File: src/rtl/cv32e40p_con_tile_fetch.sv
`default_nettype none
// ============================================================================
// Module   : cv32e40p_con_tile_fetch
// Brief    : Fetches a 4x4 Winograd input tile (16 words) or the two new
//            columns of a sliding tile (8 words) over an OBI data port and
//            strobes each word to the convolution datapath in order.
//            Optional macro CON_TILE_FETCH_PERF_EN enables the grant-stall
//            cycle counter on stall_cycles_o.
// Revision : 1.0 - initial release
// ============================================================================
module cv32e40p_con_tile_fetch #(
  parameter int unsigned MAX_OUTSTANDING = 2
) (
  input  logic        clk,
  input  logic        rst_n,
  input  logic        start_i,
  input  logic [31:0] base_addr_i,
  input  logic [31:0] row_stride_i,
  input  logic        mode_i,
  input  logic        flush_i,
  output logic        data_req_o,
  output logic [31:0] data_addr_o,
  input  logic        data_gnt_i,
  input  logic        data_rvalid_i,
  input  logic [31:0] data_rdata_i,
  output logic        get_data_o,
  output logic [31:0] con_data_cnt_o,
  output logic [31:0] mem_rdata_o,
  output logic        busy_o,
  output logic        done_o,
  output logic [15:0] stall_cycles_o
);

  typedef enum logic [1:0] {
    ST_IDLE  = 2'd0,
    ST_FETCH = 2'd1,
    ST_DRAIN = 2'd2,
    ST_DONE  = 2'd3
  } state_t;

  localparam logic [1:0] c_max_out     = 2'(MAX_OUTSTANDING);
  localparam logic [4:0] c_total_full  = 5'd16;
  localparam logic [4:0] c_total_reuse = 5'd8;

  state_t      r_state;
  state_t      w_state_nxt;
  logic [31:0] r_base;
  logic [31:0] r_stride;
  logic        r_mode;
  logic [4:0]  r_total;
  logic [4:0]  r_issue_cnt;
  logic [4:0]  r_rsp_cnt;
  logic [1:0]  r_outstanding;
  logic        r_flushed;
  logic        r_get_data;
  logic [31:0] r_con_cnt;
  logic [31:0] r_mem_rdata;

  logic        w_start;
  logic        w_flush;
  logic        w_req;
  logic        w_hs;
  logic        w_rsp_acc;
  logic        w_drop;
  logic [4:0]  w_issue_nxt;
  logic [4:0]  w_rsp_nxt;
  logic [1:0]  w_row;
  logic [1:0]  w_col;
  logic [31:0] w_row_off;
  logic [31:0] w_addr;

  assign w_start   = start_i && (r_state == ST_IDLE);
  assign w_flush   = flush_i && ((r_state == ST_FETCH) || (r_state == ST_DRAIN));
  // Flush drops the request in the same cycle so no grant can land after it.
  assign w_req     = (r_state == ST_FETCH) && !flush_i &&
                     (r_issue_cnt < r_total) && (r_outstanding < c_max_out);
  assign w_hs      = w_req && data_gnt_i;
  assign w_rsp_acc = data_rvalid_i && (r_outstanding != 2'd0);
  assign w_drop    = r_flushed || w_flush;

  assign w_issue_nxt = r_issue_cnt + {4'd0, w_hs};
  assign w_rsp_nxt   = r_rsp_cnt + {4'd0, w_rsp_acc};

  // Reuse mode walks only columns 2 and 3, two words per row.
  assign w_row = r_mode ? r_issue_cnt[2:1] : r_issue_cnt[3:2];
  assign w_col = r_mode ? {1'b1, r_issue_cnt[0]} : r_issue_cnt[1:0];

  assign w_row_off = ({32{w_row[0]}} & r_stride) +
                     ({32{w_row[1]}} & {r_stride[30:0], 1'b0});
  assign w_addr    = r_base + w_row_off + {28'd0, w_col, 2'b00};

  assign data_req_o     = w_req;
  assign data_addr_o    = (r_state == ST_FETCH) ? w_addr : 32'd0;
  assign busy_o         = (r_state != ST_IDLE);
  assign done_o         = (r_state == ST_DONE);
  assign get_data_o     = r_get_data;
  assign con_data_cnt_o = r_con_cnt;
  assign mem_rdata_o    = r_mem_rdata;

  always_comb begin
    w_state_nxt = r_state;
    case (r_state)
      ST_IDLE: begin
        if (w_start) begin
          w_state_nxt = ST_FETCH;
        end
      end
      ST_FETCH: begin
        if (w_flush || (w_issue_nxt == r_total)) begin
          w_state_nxt = ST_DRAIN;
        end
      end
      ST_DRAIN: begin
        if (w_rsp_nxt == r_issue_cnt) begin
          w_state_nxt = w_drop ? ST_IDLE : ST_DONE;
        end
      end
      ST_DONE: begin
        w_state_nxt = ST_IDLE;
      end
      default: begin
        w_state_nxt = ST_IDLE;
      end
    endcase
  end

  always_ff @(posedge clk or negedge rst_n) begin
    if (!rst_n) begin
      r_state <= ST_IDLE;
    end else begin
      r_state <= w_state_nxt;
    end
  end

  always_ff @(posedge clk or negedge rst_n) begin
    if (!rst_n) begin
      r_base        <= 32'd0;
      r_stride      <= 32'd0;
      r_mode        <= 1'b0;
      r_total       <= 5'd0;
      r_issue_cnt   <= 5'd0;
      r_rsp_cnt     <= 5'd0;
      r_outstanding <= 2'd0;
      r_flushed     <= 1'b0;
    end else if (w_start) begin
      r_base        <= base_addr_i;
      r_stride      <= row_stride_i;
      r_mode        <= mode_i;
      r_total       <= mode_i ? c_total_reuse : c_total_full;
      r_issue_cnt   <= 5'd0;
      r_rsp_cnt     <= 5'd0;
      r_outstanding <= 2'd0;
      r_flushed     <= 1'b0;
    end else begin
      r_issue_cnt <= w_issue_nxt;
      r_rsp_cnt   <= w_rsp_nxt;
      case ({w_hs, w_rsp_acc})
        2'b10:   r_outstanding <= r_outstanding + 2'd1;
        2'b01:   r_outstanding <= r_outstanding - 2'd1;
        default: r_outstanding <= r_outstanding;
      endcase
      if (w_flush) begin
        r_total   <= r_issue_cnt;
        r_flushed <= 1'b1;
      end
    end
  end

  // Word index and data hold between strobes; flushed responses are discarded.
  always_ff @(posedge clk or negedge rst_n) begin
    if (!rst_n) begin
      r_get_data  <= 1'b0;
      r_con_cnt   <= 32'd0;
      r_mem_rdata <= 32'd0;
    end else begin
      r_get_data <= w_rsp_acc && !w_drop;
      if (w_rsp_acc && !w_drop) begin
        r_con_cnt   <= {27'd0, w_rsp_nxt};
        r_mem_rdata <= data_rdata_i;
      end
    end
  end

`ifdef CON_TILE_FETCH_PERF_EN
  logic [15:0] r_stall_cnt;

  always_ff @(posedge clk or negedge rst_n) begin
    if (!rst_n) begin
      r_stall_cnt <= 16'd0;
    end else if (w_start) begin
      r_stall_cnt <= 16'd0;
    end else if (w_req && !data_gnt_i && (r_stall_cnt != 16'hFFFF)) begin
      r_stall_cnt <= r_stall_cnt + 16'd1;
    end
  end

  assign stall_cycles_o = r_stall_cnt;
`else
  assign stall_cycles_o = 16'd0;
`endif

endmodule
`default_nettype wire

File: config.mk
export PLATFORM = sky130hd
export DESIGN_NAME = cv32e40p_con_tile_fetch
export DESIGN_NICKNAME = d
export VERILOG_FILES = /design/src/rtl/cv32e40p_con_tile_fetch.sv
export SDC_FILE = /design/constraint.sdc
export NUM_CORES = 1
export LEC_CHECK = 0
export CORE_AREA = 2 2 151 153
export DETAILED_ROUTE_END_ITERATION = 8
export DIE_AREA = 0 0 153 155
export PLACE_DENSITY = 0.66
export SLEW_MARGIN = 20
export SYNTH_ARGS = -nofsm -noshare
export SYNTH_HDL_FRONTEND = slang
export SYNTH_SLANG_ARGS = --single-unit
File: constraint.sdc
create_clock -name clk -period 10.7 [get_ports clk]
set_clock_uncertainty 0.2 [all_clocks]
set_input_delay 2.14 -clock clk [delete_from_list [all_inputs] [get_ports clk]]
set_output_delay 2.14 -clock clk [all_outputs]
set_load 0.05 [all_outputs]
==> run_results.csv, run 1 <==
group,metric,value,unit
pwr,power_per_cell_area,260.4,mW/mm²
final_layout,nets,1324,
die,num_rows,55,
clock_network,clk_pin_slew,60,ps
global_routing,grt_pass1_vias,7275,
clock_network,clk_latency,410,ps
timing,worst_pin_slew,942.3,ps
yosys,syn_inst,960,
yosys,synth_ff_type,"dfrtp_1",
timing,slew_headroom,37.18,%
drt,drc,0,
global_routing,grt_pass1_wl,35250,µm
final_layout,n_fill_cell,2107,
critical_path,path_class,"flop to primary output",
place,pre_cts_slack,3078,ps
die,coreArea,0.02223,mm²
min_path,min_path_type,"flop to flop",
drt,first_pass_iters,5,
clock_network,cts_tree,"done",
timing,slew_viol_final,0,
timing,setup_tns,0,ps
critical_path,cp-start-kind,"flop",
final_layout,final_common_cell,"nand2_1",
global_routing,overflow,0,
timing,setup_ws,2656,ps
global_routing,grt_use_total,18.41,%
yosys,yosysWarnings,0,
clock_network,cts_resized,0,
clock_network,htreeDepth,4,
die,initial_core_util,38.92,%
timing,fmax,124.3,MHz
yosys,ys_ff_latch,123,
yosys,seq_area_frac_synth,35.58,%
global_routing,antenna_found_initial,3,
pwr,ir_worst_vdd,180.7,µV
yosys,avgSynthCellArea,9.011,µm²
die,die_w,153,µm
timing,rsz0062_at_grt,"no",
critical_path,cp.arrival,5700,ps
drt,vias,6738,
timing,fin_crit,8044,ps
yosys,ys_types,53,
timing,setup_viol,0,
timing,finalHoldViolCount,0,
clock_network,cts_root_buf,"clkbuf_16",
drt,vias_per_cell,4.762,
job,drv_cap,0,
die,boundaryPins,219,
clock_network,post-cts-setup-buffer-count,0,
clock_network,numCtsBuffers,17,
outcome,status,"finished clean",
drt,drt_iter0_drc,238,
clock_network,cts_buffer_depth,2,
pwr,total_power,0.002868,W
clock_network,cts.sinks,123,
yosys,synth_area,0.008651,mm²
critical_path,cp-end-kind,"primary output",
global_routing,grt_max_degree,100,
drt,wl_per_cell,14.68,µm
final_layout,final_cell_mix,"225 x nand2_1, 174 x clkdlybuf4s50_1, 123 x dfrtp_1, 82 x inv_1, 71 x ha_1",
place,dpl.hpwl,15780,µm
final_layout,diodes,0,
drt,routed_wl,20770,µm
clock_network,cts-hold-fix-buffers,0,
yosys,synth_edf_count,0,
final_layout,syn_to_final_growth,27.35,%
drt,drtAntennaViolNets,0,
die,die_height,155,µm
timing,finalCritPeriodShare,75.18,%
critical_path,crit_fanout,32,
yosys,async_reset_ff_share,100.0,%
pwr,power_leakage,5.427,nW
final_layout,drive_above_1_share,6.195,%
place,portBuffers,175,
critical_path,critPathRequiredTime,8360,ps
die,dieArea,0.02372,mm²
place,gp_congestion,0.8646,
final cells by class:
cell class                      count  area [µm²]  area share (%)
Inverter                           82       307.8           2.794
Timing Repair Buffer              179        1779           16.15
Multi-Input combinational cell    714        4952           44.95
Tap cell                          285       356.6           3.237
Sequential cell                   123        3078           27.94
Clock inverter                     13       110.1          0.9994
Clock buffer                       19       432.9           3.930
per-layer routing:
layer | up-vias | routed length (µm) | track usage (%)
met1 | 3175 | 9213 | 22.36
li1 | 3348 | - | -
met4 | 6 | 178 | 4.409
met2 | 191 | 9771 | 31.26
met5 | - | 40 | 0
met3 | 18 | 1568 | 6.769
sequential cells by signal, indices dropped and copies added (netlist names):
name	flops
r_mode	1
con_data_cnt_o	5
r_total	5
mem_rdata_o	32
r_outstanding	2
r_flushed	1
r_stride	32
r_rsp_cnt	5
r_base	32
r_state	2
r_issue_cnt	5
get_data_o	1
critical path: stages, from the launching register on:
cell	delay (ps)
dfrtp_1	490
mux2_2	620
nand2_1	140
fa_1	480
fa_1	480
inv_1	80
ha_1	190
inv_1	70
fa_1	390
nand2b_1	190
a21o_1	190
a31o_1	210
a31o_1	270
o41ai_4	350
a31oi_1	170
mux2i_1	170
clkdlybuf4s50_1	820
power breakdown:
group | total, W | switching (W) | internal, W
Clock | 0.000532 | 0.000230 | 0.000302
Sequential | 0.000789 | 0.000124 | 0.000665
Combinational | 0.00155 | 0.000994 | 0.000554
Total | 0.00287 | 0.00135 | 0.00152
synthesized netlist by cell type (3+ instances only):
master    instances  share of area, %
nand2_1         225               9.8
dfrtp_1         123                36
inv_1            82               3.6
ha_1             71                10
and2_1           48               3.5
a21oi_1          43               2.5
buf_4            43               3.7
clkbuf_1         35               1.5
fa_1             33               7.6
nor2_1           31               1.3
o21ai_0          29               1.7
mux2_2           25               3.3
xnor2_1          23               2.3
xor2_1           18               1.8
a21o_1           16               1.4
nand3_1          12              0.69
mux2_1           11               1.4
o211ai_1         10              0.87
mux2i_1           8              0.93
nand2b_1          8              0.58
nor3_1            6              0.35
and3_1            4              0.29
buf_2             4              0.23
nand4_1           4              0.29
o21a_1            4              0.35
o21bai_1          4              0.35
a31oi_1           3              0.22
o21ai_1           3              0.17
per-stage QoR:
step / util (%) / hold WS, ps / instance area, µm² / cells
2_1_floorplan: - / 245.5 / 8808 / 1002
3_3_place_gp: 47.12 / 266.1 / 10470 / 1383
3_5_place_dp: 47.12 / 273.8 / 10470 / 1383
4_1_cts: 49.56 / 289.1 / 11020 / 1415
5_1_grt: 49.56 / 312.6 / 11020 / 1415
6_report: 49.56 / 283.5 / 11020 / 1415
worst paths after layout:
| check | start | end | slack [ps] | cells after the start |
|---|---|---|---|---|
| min | r_base[0] | r_base[0] | 280 | 2 |
| min in group asynchronous | rst_n | r_base[12] | 1560 | 1 |
| max | r_issue_cnt[2] | data_addr_o[24] | 2660 | 16 |
| max in group asynchronous | rst_n | r_stride[29] | 7360 | 2 |
| min reg2reg | r_base[0] | r_base[0] | 280 | 2 |
| max reg2reg | r_state[1] | r_state[1] | 6940 | 13 |
cell families (layout without fill, tap and decap cells):
logic type / Yosys count / in the layout / synth area share, %
AND/OR/NAND/NOR: 346 / 346 / 17.43
buffers and inverters: 165 / 293 / 9.083
AO/OA/AOI/OAI: 136 / 136 / 10.20
flip-flops: 123 / 123 / 35.58
adder cells (fa/ha/maj): 104 / 104 / 17.91
multiplexers: 44 / 44 / 5.612
XOR/XNOR: 41 / 41 / 4.151
other: 1 / 43 / 0.04335
No activity file was read; power rests on OpenSTA's default activity.
==> inputs of run 2 (changes only) <==
Clock period 10.7 ns to 8.2 ns, I/O delays scaled along.
==> run_results.csv, run 2 (synthesis gave the netlist of run 1 again) <==
group,metric,value,unit
outcome,status,"finished clean",
die,die_height,155,µm
critical_path,path_cells,"mux2_2, nand2_1, fa_1, fa_1, inv_1, ha_1, inv_1, fa_1, nand2b_1, a21o_1, a31o_1, a31o_1, o41ai_4, a31oi_1, mux2i_1, clkdlybuf4s50_1",
place,dpl.hpwl,15770,µm
clock_network,clk_latency,410,ps
timing,fin_crit,7513,ps
min_path,min_path_type,"flop to flop",
place,placed_area,0.01047,mm²
drt,drt_iter0_drc,287,
clock_network,post-cts-setup-buffer-count,0,
min_path,whs_path_depth,1,
clock_network,cts.sinks,123,
timing,fmax,133.1,MHz
final_layout,n_fill_cell,2109,
place,portBuffers,175,
pwr,p_clk_share,18.9,%
global_routing,grt_max_degree,100,
global_routing,antenna_found_initial,3,
pwr,seqPwrFrac,27.4,%
clock_network,cts_root_buf,"clkbuf_16",
timing,finalCritPeriodShare,91.62,%
critical_path,crit_cells,16,
pwr,p_sw,0.001767,W
timing,setup_tns,0,ps
pwr,power_leakage,5.429,nW
drt,vias_per_cell,4.820,
global_routing,grt_pass1_wl,35760,µm
clock_network,htreeDepth,4,
pwr,p_comb_share,53.8,%
pwr,total_power,0.003760,W
clock_network,cts_tree,"done",
global_routing,grt_use_total,18.48,%
drt,drc,0,
final_layout,drive_above_1_share,6.283,%
critical_path,critical-path-slowest-cell,"clkdlybuf4s50_1",
die,coreArea,0.02223,mm²
critical_path,cp_num_buf_inv,3,
drt,first_pass_iters,4,
clock_network,cts-hold-fix-buffers,0,
clock_network,clk_pin_slew,60,ps
pwr,ir_worst_vdd,233.1,µV
drt,wl_per_cell,14.83,µm
pwr,p_sw_share,46.99,%
die,dieArea,0.02372,mm²
drt,routed_wl,20990,µm
die,num_rows,55,
die,boundaryPins,219,
final_layout,stdcell_area,0.01103,mm²
pwr,power_per_cell_area,341.0,mW/mm²
global_routing,grt_pass1_vias,7359,
critical_path,cp-start-kind,"flop",
critical_path,crit_top_cell,"fa_1",
global_routing,overflow,0,
final_layout,syn_to_final_growth,27.45,%
critical_path,cp.arrival,5670,ps
critical_path,worst_path_dominant_cell_family,"adder cells",
drt,drtAntennaViolNets,0,
critical_path,max_stage_delay,820,ps
timing,hold_slack,285.3,ps
critical_path,cp-end-kind,"primary output",
final_layout,nets,1324,
critical_path,crit_fanout,32,
critical_path,critPathRequiredTime,6360,ps
final_layout,final-instance-count-excl-fill,1415,
timing,worst_pin_slew,973.4,ps
place,dp.cells,1383,
final_layout,final_cell_mix,"225 x nand2_1, 174 x clkdlybuf4s50_1, 123 x dfrtp_1, 82 x inv_1, 71 x ha_1",
final_layout,diodes,0,
die,initial_core_util,38.92,%
critical_path,reg2regPathDepth,13,
job,drv_cap,0,
pwr,internal_power,0.001993,W
die,die_w,153,µm
timing,rsz0062_at_grt,"no",
timing,finalHoldViolCount,0,
timing,setup_viol,0,
final_layout,final_common_cell,"nand2_1",
drt,vias,6820,
critical_path,path_class,"flop to primary output",
clock_network,numCtsBuffers,17,
place,gp_congestion,0.8646,
timing,slew_headroom,35.11,%
clock_network,cts_buffer_depth,2,
clock_network,cts_resized,0,
timing,slew_viol_final,0,
-- run 2: cell count changes in the layout (fill, tap and decap cells not counted), sizes merged --
cell,delta
clkinvlp,+1
clkinv,-1
-- run 2: power groups by stage --
stage                     Combinational, W  Clock [W]  Sequential, W
final                              0.00202   0.000709        0.00103
after global routing               0.00223   0.000759        0.00107
after CTS                          0.00205   0.000730        0.00103
after detailed placement           0.00204          0        0.00104
after global placement             0.00201          0        0.00103
after floorplan                    0.00116          0        0.00130
-- run 2: metrics by stage --
stage / util, % / setup WS (ps)
floorplan: - / 1716
global placement: 47.12 / 1231
detailed placement: 47.12 / 1043
CTS: 49.60 / 576.3
global route: 49.60 / 277.6
finish: 49.60 / 686.9
-- run 2: path summary, 6_finish.rpt --
kind	from	endpoint	slack, ps
setup / recovery	r_issue_cnt[2]	data_addr_o[24]	690
hold / removal	mem_rdata_o[28]	mem_rdata_o[28]	290
setup reg to reg	r_state[1]	r_state[1]	4470
hold reg to reg	mem_rdata_o[28]	mem_rdata_o[28]	290
max in group asynchronous	rst_n	r_rsp_cnt[3]	5340
min in group asynchronous	rst_n	r_stride[10]	1050
-- run 2: final cells by class --
cell class,count,area [µm²],share of cell area (%)
inverter,82,307.8,2.792
multi-input combinational,714,4952,44.92
clock inverter,13,108.9,0.9873
sequential,123,3078,27.92
clock buffer,19,442.9,4.017
tap,285,356.6,3.234
timing repair buffer,179,1779,16.14
-- run 2: per-layer routing --
layer | GRT usage, % | wire, µm | vias to the layer above | part of all wire, %
li1 | - | - | 3349 | -
met1 | 22.75 | 9127 | 3188 | 43
met5 | 0 | 38 | - | 0.18
met2 | 31.05 | 9606 | 239 | 46
met4 | 5.026 | 455 | 6 | 2.2
met3 | 6.407 | 1760 | 38 | 8.4
